<file path="src/rtl/stack_program_loader.sv">
// stack_program_loader
//   Receives a framed byte stream that carries a stack-machine program and
//   writes it into instruction memory. A frame is a header byte N, then N
//   (opcode, value) byte pairs, then one checksum byte. The checksum is the
//   mod-256 sum of the header and every opcode and value byte. A frame with a
//   correct checksum raises run. A malformed frame raises error. Either flag
//   holds until the next start.
//
// Ports
//   clk       single clock, rising edge
//   rst       asynchronous active-high reset
//   start     one-cycle pulse, begins or restarts a load (wins over in_valid)
//   in_valid  byte stream valid
//   in_data   byte stream data
//   in_ready  loader accepts in_data this cycle
//   wr_en     instruction memory write strobe, one cycle per instruction
//   wr_addr   instruction memory write address
//   wr_data   instruction word {opcode[3:0], value[7:0]}
//   run       program verified
//   busy      frame in progress
//   error     sticky frame error
//
// state | meaning
// IDLE  | waiting for start after reset
// HDR   | expecting header byte N
// OPC   | expecting opcode byte of the current word
// VAL   | expecting value byte of the current word
// CHK   | expecting checksum byte
// DONE  | frame verified, run held high
// ERR   | frame rejected, error held high

module stack_program_loader #(
  parameter int MAX_WORDS = 32
) (
  input  logic        clk,
  input  logic        rst,
  input  logic        start,
  input  logic        in_valid,
  input  logic [7:0]  in_data,
  output logic        in_ready,
  output logic        wr_en,
  output logic [4:0]  wr_addr,
  output logic [11:0] wr_data,
  output logic        run,
  output logic        busy,
  output logic        error
);

  localparam int         CW    = $clog2(MAX_WORDS + 1);
  localparam logic [8:0] MAX_N = 9'(MAX_WORDS);

  localparam logic [2:0] IDLE = 3'd0;
  localparam logic [2:0] HDR  = 3'd1;
  localparam logic [2:0] OPC  = 3'd2;
  localparam logic [2:0] VAL  = 3'd3;
  localparam logic [2:0] CHK  = 3'd4;
  localparam logic [2:0] DONE = 3'd5;
  localparam logic [2:0] ERR  = 3'd6;

  logic [2:0]    state;
  logic [CW-1:0] cnt;
  logic [4:0]    addr;
  logic [7:0]    sum;
  logic [3:0]    opc;
  logic          accept;
  logic          hdr_ok;
  logic          opc_ok;
  logic          last_word;

  assign busy      = (state == HDR) || (state == OPC) || (state == VAL) || (state == CHK);
  // start blocks the handshake so the byte presented with it is not consumed
  assign in_ready  = busy && !start;
  assign accept    = in_valid && in_ready;
  assign hdr_ok    = (in_data != 8'd0) && ({1'b0, in_data} <= MAX_N);
  assign opc_ok    = (in_data <= 8'h07);
  // cnt counts the words still owed; it reaches 1 on the last value byte
  assign last_word = (cnt == CW'(1));

  always_ff @(posedge clk or posedge rst) begin
    if (rst) begin
      state   <= IDLE;
      cnt     <= '0;
      addr    <= '0;
      sum     <= '0;
      opc     <= '0;
      wr_en   <= 1'b0;
      wr_addr <= '0;
      wr_data <= '0;
      run     <= 1'b0;
      error   <= 1'b0;
    end else begin
      wr_en <= 1'b0;
      if (start) begin
        state <= HDR;
        run   <= 1'b0;
        error <= 1'b0;
        cnt   <= '0;
        addr  <= '0;
        sum   <= '0;
      end else if (accept) begin
        case (state)
          HDR: begin
            if (hdr_ok) begin
              cnt   <= CW'(in_data);
              sum   <= sum + in_data;
              state <= OPC;
            end else begin
              state <= ERR;
              error <= 1'b1;
            end
          end
          OPC: begin
            if (opc_ok) begin
              opc   <= in_data[3:0];
              sum   <= sum + in_data;
              state <= VAL;
            end else begin
              state <= ERR;
              error <= 1'b1;
            end
          end
          VAL: begin
            wr_en   <= 1'b1;
            wr_addr <= addr;
            wr_data <= {opc, in_data};
            addr    <= addr + 5'd1;
            cnt     <= cnt - CW'(1);
            sum     <= sum + in_data;
            state   <= last_word ? CHK : OPC;
          end
          CHK: begin
            if (in_data == sum) begin
              state <= DONE;
              run   <= 1'b1;
            end else begin
              state <= ERR;
              error <= 1'b1;
            end
          end
          default: state <= state;
        endcase
      end
    end
  end

endmodule
</file>
<file path="config.mk">
export PLATFORM = sky130hd
export DESIGN_NAME = stack_program_loader
export DESIGN_NICKNAME = d
export VERILOG_FILES = /design/src/rtl/stack_program_loader.sv
export SDC_FILE = /design/constraint.sdc
export NUM_CORES = 1
export LEC_CHECK = 0
export ABC_AREA = 1
export BUFFER_PORTS_ARGS = -buffer_cell sky130_fd_sc_hd__buf_2
export CAP_MARGIN = 40
export CORE_UTILIZATION = 56
export CTS_BUF_LIST = sky130_fd_sc_hd__clkbuf_4 sky130_fd_sc_hd__clkbuf_8 sky130_fd_sc_hd__clkbuf_16
export DETAILED_ROUTE_END_ITERATION = 8
export PLACE_DENSITY = 0.78
export SLEW_MARGIN = 0
export SYNTH_ARGS = -nofsm -noshare
export SYNTH_HDL_FRONTEND = slang
export SYNTH_SLANG_ARGS = --single-unit
</file>
<file path="constraint.sdc">
create_clock -name clk -period 2.7 [get_ports clk]
set_clock_uncertainty 0.05 [all_clocks]
set_input_delay 0.405 -clock clk [delete_from_list [all_inputs] [get_ports clk]]
set_output_delay 0.405 -clock clk [all_outputs]
set_load 0.005 [all_outputs]
</file>
==> summary.md, run 1 <==
| Metric | Value |
|---|---|
| Slew headroom | `0.657` |
| RD Place Congestion | `0.882` |
| FMAX | `549 MHz` |
| Post-synthesis cell area | `2590 sq um` |
| Ys async rst share | `1.00` |
| First-pass GRT wire length | `9580 um` |
| Fraction of layout cells with a size suffix above 1 | `0.161` |
| Setup crit end kind | `primary output` |
| Compound-gate portion of the synthesized area | `0.0937` |
| Max rail drop VDD | `0.426 mV` |
| Ant. Diodes | `0` |
| FF-to-FF path depth | `7` |
| H-tree depth | `2` |
| Initial antenna violation count | `0` |
| Slew Limit Fails | `0` |
| Unrepaired setup endpoints after global routing | `false` |
| Top FF cell, synth | `dfrtp_1` |
| Post-Synth XOR/XNOR Area | `0.0203` |
| Iteration-0 DRC Markers | `159` |
| Row Count | `24` |
| Distinct cell type count after synthesis | `29` |
| NumNets Final | `388` |
| Largest net degree at the start of global routing | `35` |
| # DRC | `0` |
| Buffers on Ports | `33` |
| Most used standard cell by instance count after synthesis | `nand2_1` |
| Mapped Avg Cell Area | `7.80 sq um` |
| WS Path Type | `reg -> out` |
| Final WL | `5680 um` |
| Critical Path RT | `2.25 ns` |
| Detailed placement HPWL | `4110 um` |
| Least-Margin Pin Slew | `0.514 ns` |
| ANT nets after route | `0` |
| Ranking of synthesized cells by area | `dfrtp_1 (44%), nand2_1 (15%), nand3_1 (6.2%)` |
| Vias in the first global route | `2,058` |
| Simple-gate share of the synthesized area | `0.305` |
| FF-to-FF Start | `state[1]$_DFFE_PP0P_` |
| Clock buffer depth | `2` |
| Postcts setup bufs | `0` |
| Die W | `70.0 um` |
| Min Hold Slack | `0.0756 ns` |
| Pwr dens | `860 nW/um^2` |
| Synthesized netlist cell count | `332` |
| Setup slack, reg-to-reg | `0.88 ns` |
| Worst path slowest cell | `dfrtp_1` |
| Post-route minimum period | `1.82 ns` |
| Warnings, synthesis | `0` |
| CTS Sinks | `46` |
| CTS root buffer | `clkbuf_8` |
| Drt pass-1 iters | `4` |
| Post-Synth Adder-Cell Area | `0.0560` |
| Seq/Total Area, Yosys | `0.444` |
| Final setup fails | `0` |
| Yosys reg bits | `46` |
| Area Overhead vs Synth | `12.4%` |
| Setup TNS | `0 ns` |
| Multiplexer area fraction after synthesis | `0` |
| Maxcap violations | `0` |
| Reg clk slew, reported paths | `0.09 ns` |
| Clock Latency Late Sink | `0.30 ns` |
| CP max stage delay | `0.43 ns` |
| Commonest cells post-synth | `nand2_1 (101), dfrtp_1 (46), inv_1 (34)` |
| Height of the die | `70.0 um` |
| Vias | `2,238` |
| Grt ovf | `0` |
| WL/cell | `13.6 um` |
| CP Launch Type | `flip-flop` |
| Clock buffer count from CTS | `5` |
| Worst hold-check path type | `in -> async` |
| Final Hold Viols | `0` |
| Vias per Instance | `5.35` |
| Period utilization | `0.674` |
| Syn_nets | `355` |
| P_leak | `1.60 nW` |
| Hold-fix buffers at CTS | `0` |
| Post-CTS sizing | `0` |
| Post-synth top area cell | `dfrtp_1` |
| Die area | `4900 sq um` |
| CP Max Fanout | `5` |
| Synth top area share | `0.444` |
| Core ar. | `4410 sq um` |
| Largest family of logic cells by synthesized area | `simple AND/OR/NAND/NOR gates` |
| Ports | `34` |
| Data arrival time of the worst path | `1.37 ns` |
| R2r endpoint | `addr[3]$_DFFE_PP0P_` |
| CTS tree | `done` |
| Total track usage | `0.249` |
| Status | `finished, final reports clean` |
| Post-synth EDFFs | `0` |
| Initial core utilization | `0.587` |
| Worst path cell trace | `o21ai_0, nand2_2, inv_1, nor2_1, buf_2` |
area by class of cell:
type | count | area (sq um)
clock buffers | 6 | 82.6
clock inverters | 2 | 60.1
fillers | 398 | 1500
inverters | 38 | 143
multi-input cells | 239 | 1230
flip-flops and latches | 46 | 1150
well taps | 52 | 65.1
repair buffers | 35 | 180
critical path, delay by kind of cell (launching register included):
| family | cells | cell delay [ns] |
|---|---|---|
| buffers and inverters | 2 | 0.19 |
| flip-flops | 1 | 0.43 |
| AO/OA/AOI/OAI | 1 | 0.27 |
| AND/OR/NAND/NOR | 2 | 0.17 |
how the worst max path moves through the flow:
| stage | start | end | slack (ns) | depth (start not counted) |
|---|---|---|---|---|
| 3_3_place_gp | in_data[0] | sum[4]$_DFFE_PP0P_ | 0.82 | 8 |
| 6_report | state[1]$_DFFE_PP0P_ | in_ready | 0.88 | 5 |
| 5_1_grt | state[1]$_DFFE_PP0P_ | addr[3]$_DFFE_PP0P_ | 0.74 | 7 |
| 4_1_cts | state[1]$_DFFE_PP0P_ | in_ready | 0.88 | 5 |
| 3_5_place_dp | in_data[0] | sum[4]$_DFFE_PP0P_ | 0.78 | 8 |
| 2_1_floorplan | in_data[0] | sum[4]$_DFFE_PP0P_ | 1.0 | 7 |
sequential cells by signal, summed over array words and instances (netlist names):
signal and count:
wr_data 12, opc 4, state 3, addr 5, run 1, wr_en 1, error 1, wr_addr 5
sum 8, cnt 6
metrics by stage:
step | std cells | utilization | setup slack (ns) | total power, mW | area (sq um)
2_1_floorplan | 332 | - | 0.995 | 1.63 | 2590
5_1_grt | 418 | 0.660 | 0.742 | 2.69 | 2910
3_3_place_gp | 410 | 0.628 | 0.825 | 1.84 | 2770
4_1_cts | 418 | 0.660 | 0.876 | 2.52 | 2910
6_report | 418 | 0.660 | 0.880 | 2.51 | 2910
3_5_place_dp | 410 | 0.628 | 0.781 | 1.88 | 2770
layer usage:
metal	global-route usage	vias to the layer above	wire [um]
met5	0	-	0
met4	0.0800	0	80
met3	0.0548	8	286
met2	0.411	60	2780
met1	0.325	1032	2530
li1	-	1138	-
cell families after synthesis:
group                    count (synthesis)
AND/OR/NAND/NOR                        175
AO/OA/AOI/OAI                           47
buffers and inverters                   47
flip-flops                              46
adder cells (fa/ha/maj)                 11
XOR/XNOR                                 6
cell usage in the layout (no fill, tap or decap), types with 4 or more instances in the layout:
master | Yosys | layout
nand3_1 | 32 | 32
o21ai_0 | 11 | 11
inv_1 | 34 | 33
a21oi_1 | 8 | 8
dfrtp_1 | 46 | 46
ha_1 | 10 | 10
o21ai_1 | 25 | 25
xor2_1 | 6 | 6
clkbuf_8 | 0 | 6
nand4_1 | 5 | 5
nor2_1 | 21 | 21
buf_2 | 2 | 33
nand2_1 | 101 | 101
inv_2 | 3 | 4
power by group:
| part | total (mW) | internal (mW) | switching (mW) | leakage, nW |
|---|---|---|---|---|
| clock network | 0.633 | 0.395 | 0.238 | 0.0714 |
| registers | 0.987 | 0.865 | 0.122 | 0.593 |
| logic | 0.887 | 0.362 | 0.525 | 0.934 |
| total | 2.51 | 1.62 | 0.885 | 1.60 |
No activity file was read; power rests on OpenSTA's default activity.
==> run 2: changes to the inputs <==
--- a/config.mk
+++ b/config.mk
@@ -8,10 +8,10 @@
 export ABC_AREA = 1
 export BUFFER_PORTS_ARGS = -buffer_cell sky130_fd_sc_hd__buf_2
 export CAP_MARGIN = 40
-export CORE_UTILIZATION = 56
+export CORE_UTILIZATION = 52
 export CTS_BUF_LIST = sky130_fd_sc_hd__clkbuf_4 sky130_fd_sc_hd__clkbuf_8 sky130_fd_sc_hd__clkbuf_16
 export DETAILED_ROUTE_END_ITERATION = 8
-export PLACE_DENSITY = 0.78
+export PLACE_DENSITY = 0.76
 export SLEW_MARGIN = 0
 export SYNTH_ARGS = -nofsm -noshare
 export SYNTH_HDL_FRONTEND = slang
==> constraint.sdc (replaced) <==
create_clock -name clk -period 1.67 [get_ports clk]
set_clock_uncertainty 0.05 [all_clocks]
set_input_delay 0.2505 -clock clk [delete_from_list [all_inputs] [get_ports clk]]
set_output_delay 0.2505 -clock clk [all_outputs]
set_load 0.005 [all_outputs]
==> run 2 against run 1 <==
Net effect:
- non-clock buffer count grew 18
- via count grew 2.1%
- cell count grew 7.9%
- combinational power grew 86%
- sequential power grew 64%
- critical path type unchanged
- largest power group is now combinational logic
==> summary.md, run 2 (synthesis gave the netlist of run 1 again) <==
| Metric | Value |
|---|---|
| Clock power share | `0.239` |
| WS Path Type | `reg -> out` |
| Most frequent cells in the layout | `nand2_1 (101), dfrtp_1 (46), buf_2 (33)` |
| Buffers on Ports | `33` |
| Largest Register | `wr_data` |
| Inst Count DP | `439` |
| Critical Path RT | `1.37 ns` |
| Die W | `72.6 um` |
| FMAX | `613 MHz` |
| R2r endpoint | `sum[6]$_DFFE_PP0P_` |
| Data arrival time of the worst path | `1.33 ns` |
| Most common cell after layout, fill and taps aside | `nand2_1` |
| Int Pwr | `2.81 mW` |
| CP Launch Type | `flip-flop` |
| Drt pass-1 iters | `4` |
| Vias per Instance | `5.07` |
| Clock buffer count from CTS | `5` |
| Vias in the first global route | `2,197` |
| Ports | `34` |
| Reg clk slew, reported paths | `0.09 ns` |
| Dpl cell area | `2910 sq um` |
| Slew Limit Fails | `0` |
| CTS root buffer | `clkbuf_8` |
| Die area | `5270 sq um` |
| NumNets Final | `406` |
| Initial core utilization | `0.545` |
| H-tree depth | `2` |
| Hold path cells | `3` |
| Row Count | `25` |
| Fraction of layout cells with a size suffix above 1 | `0.221` |
| Largest regs | `wr_data x12, sum x8, cnt x6` |
| ANT nets after route | `0` |
| Post-route minimum period | `1.63 ns` |
| Min Hold Slack | `0.215 ns` |
| Iteration-0 DRC Markers | `167` |
| Slew headroom | `0.762` |
| Setup crit end kind | `primary output` |
| CTS Sinks | `46` |
| Height of the die | `72.6 um` |
| Area Overhead vs Synth | `22.5%` |
| Clock buffer depth | `2` |
| FF-to-FF Start | `sum[0]$_DFFE_PP0P_` |
| WL/cell | `12.8 um` |
| P_sw | `1.49 mW` |
| Crit path from | `state[1]$_DFFE_PP0P_` |
| Pwr dens | `1360 nW/um^2` |
| Detailed placement HPWL | `4240 um` |
| Least-Margin Pin Slew | `0.356 ns` |
| Maxcap violations | `0` |
| Setup slack, reg-to-reg | `0.07 ns` |
| First-pass GRT wire length | `10,100 um` |
| Comb pwr share | `0.384` |
| Worst hold-check path type | `in -> reg` |
| RD Place Congestion | `0.922` |
| CP Max Fanout | `5` |
| P_leak | `1.69 nW` |
| Final Hold Viols | `0` |
| Finished Layout Cells | `451` |
| Max rail drop VDD | `0.896 mV` |
| Worst path cell trace | `o21ai_1, nand2_2, inv_1, nor2_1, buf_2` |
| Ant. Diodes | `0` |
| Sw Share | `0.347` |
| Grt ovf | `0` |
| Vias | `2,286` |
| Worst path slowest cell | `dfrtp_1` |
| Period utilization | `0.977` |
| Fill cell count | `422` |
| Initial antenna violation count | `0` |
| Crit path to | `in_ready` |
| Final setup fails | `0` |
| Final WL | `5790 um` |
| Reg power frac | `0.376` |
| FF-to-FF path depth | `8` |
| Unrepaired setup endpoints after global routing | `true` |
| Largest net degree at the start of global routing | `23` |
| Status | `finished, final reports clean` |
| Core ar. | `4750 sq um` |
| Clock Latency Late Sink | `0.30 ns` |
| Post-layout instance area | `3170 sq um` |
| CP max stage delay | `0.43 ns` |
| # DRC | `0` |
| Number of flip-flops in the largest register | `12` |
| Total track usage | `0.247` |
| CTS tree | `done` |
| Post-layout util | `0.667` |
-- run 2: final cells by class --
| class | instances | area [sq um] | share of cell area |
|---|---|---|---|
| Tap cell | 67 | 83.8 | 0.0264 |
| Multi-Input combinational cell | 239 | 1320 | 0.416 |
| Inverter | 38 | 143 | 0.0450 |
| Timing Repair Buffer | 53 | 334 | 0.105 |
| Clock buffer | 6 | 82.6 | 0.0260 |
| Sequential cell | 46 | 1150 | 0.363 |
| Clock inverter | 2 | 60.1 | 0.0189 |
-- run 2: stage by stage --
stage	total power, mW	setup slack, ns	setup TNS [ns]
3_5_place_dp	3.11	-0.0251	-0.0380
4_1_cts	4.15	0.0191	0
6_report	4.30	0.0376	0
2_1_floorplan	2.63	0.0166	0
3_3_place_gp	3.05	0.00855	0
5_1_grt	4.62	-0.0302	-0.0857
-- run 2: worst min path at each step --
stage / startpoint / end / slack, ns
6_report: in_data[2] / opc[2]$_DFFE_PP0P_ / 0.21
5_1_grt: in_data[2] / opc[2]$_DFFE_PP0P_ / 0.22
4_1_cts: in_data[2] / opc[2]$_DFFE_PP0P_ / 0.17
3_5_place_dp: rst / wr_en$_DFF_PP0_ / 0.19
3_3_place_gp: rst / addr[2]$_DFFE_PP0P_ / 0.19
2_1_floorplan: in_data[1] / wr_data[1]$_DFFE_PP0P_ / 0.31
-- run 2: power groups by stage --
stage	Clock (mW)	Sequential, mW	Combinational (mW)
final	1.03	1.62	1.65
after global routing	1.07	1.65	1.90
after CTS	1.04	1.60	1.52
after detailed placement	0	1.62	1.50
after global placement	0	1.61	1.45
after floorplan	0	1.59	1.04
-- run 2: metal layers --
layer / track usage / routed length (um) / up-vias
met4: 0.0937 / 70 / 0
met2: 0.406 / 2870 / 43
met1: 0.323 / 2620 / 1062
met5: 0 / 0 / -
li1: - / - / 1174
met3: 0.0470 / 223 / 7
-- run 2: worst max-delay path: cells and delay by family, from the launching register on --
kind	cells	cell delay, ns
flops	1	0.43
compound gates	1	0.25
buf+inv	2	0.19
simple gates	2	0.16
-- run 2: what timing repair did --
action,in CTS,in global routing
gates resized for setup,2,13
cloned,0,0
setup endpoints to repair,2,18
hold buffers,1,0
buffers inserted,0,3
pin swaps,0,3
endpoints found under the hold margin,15,0
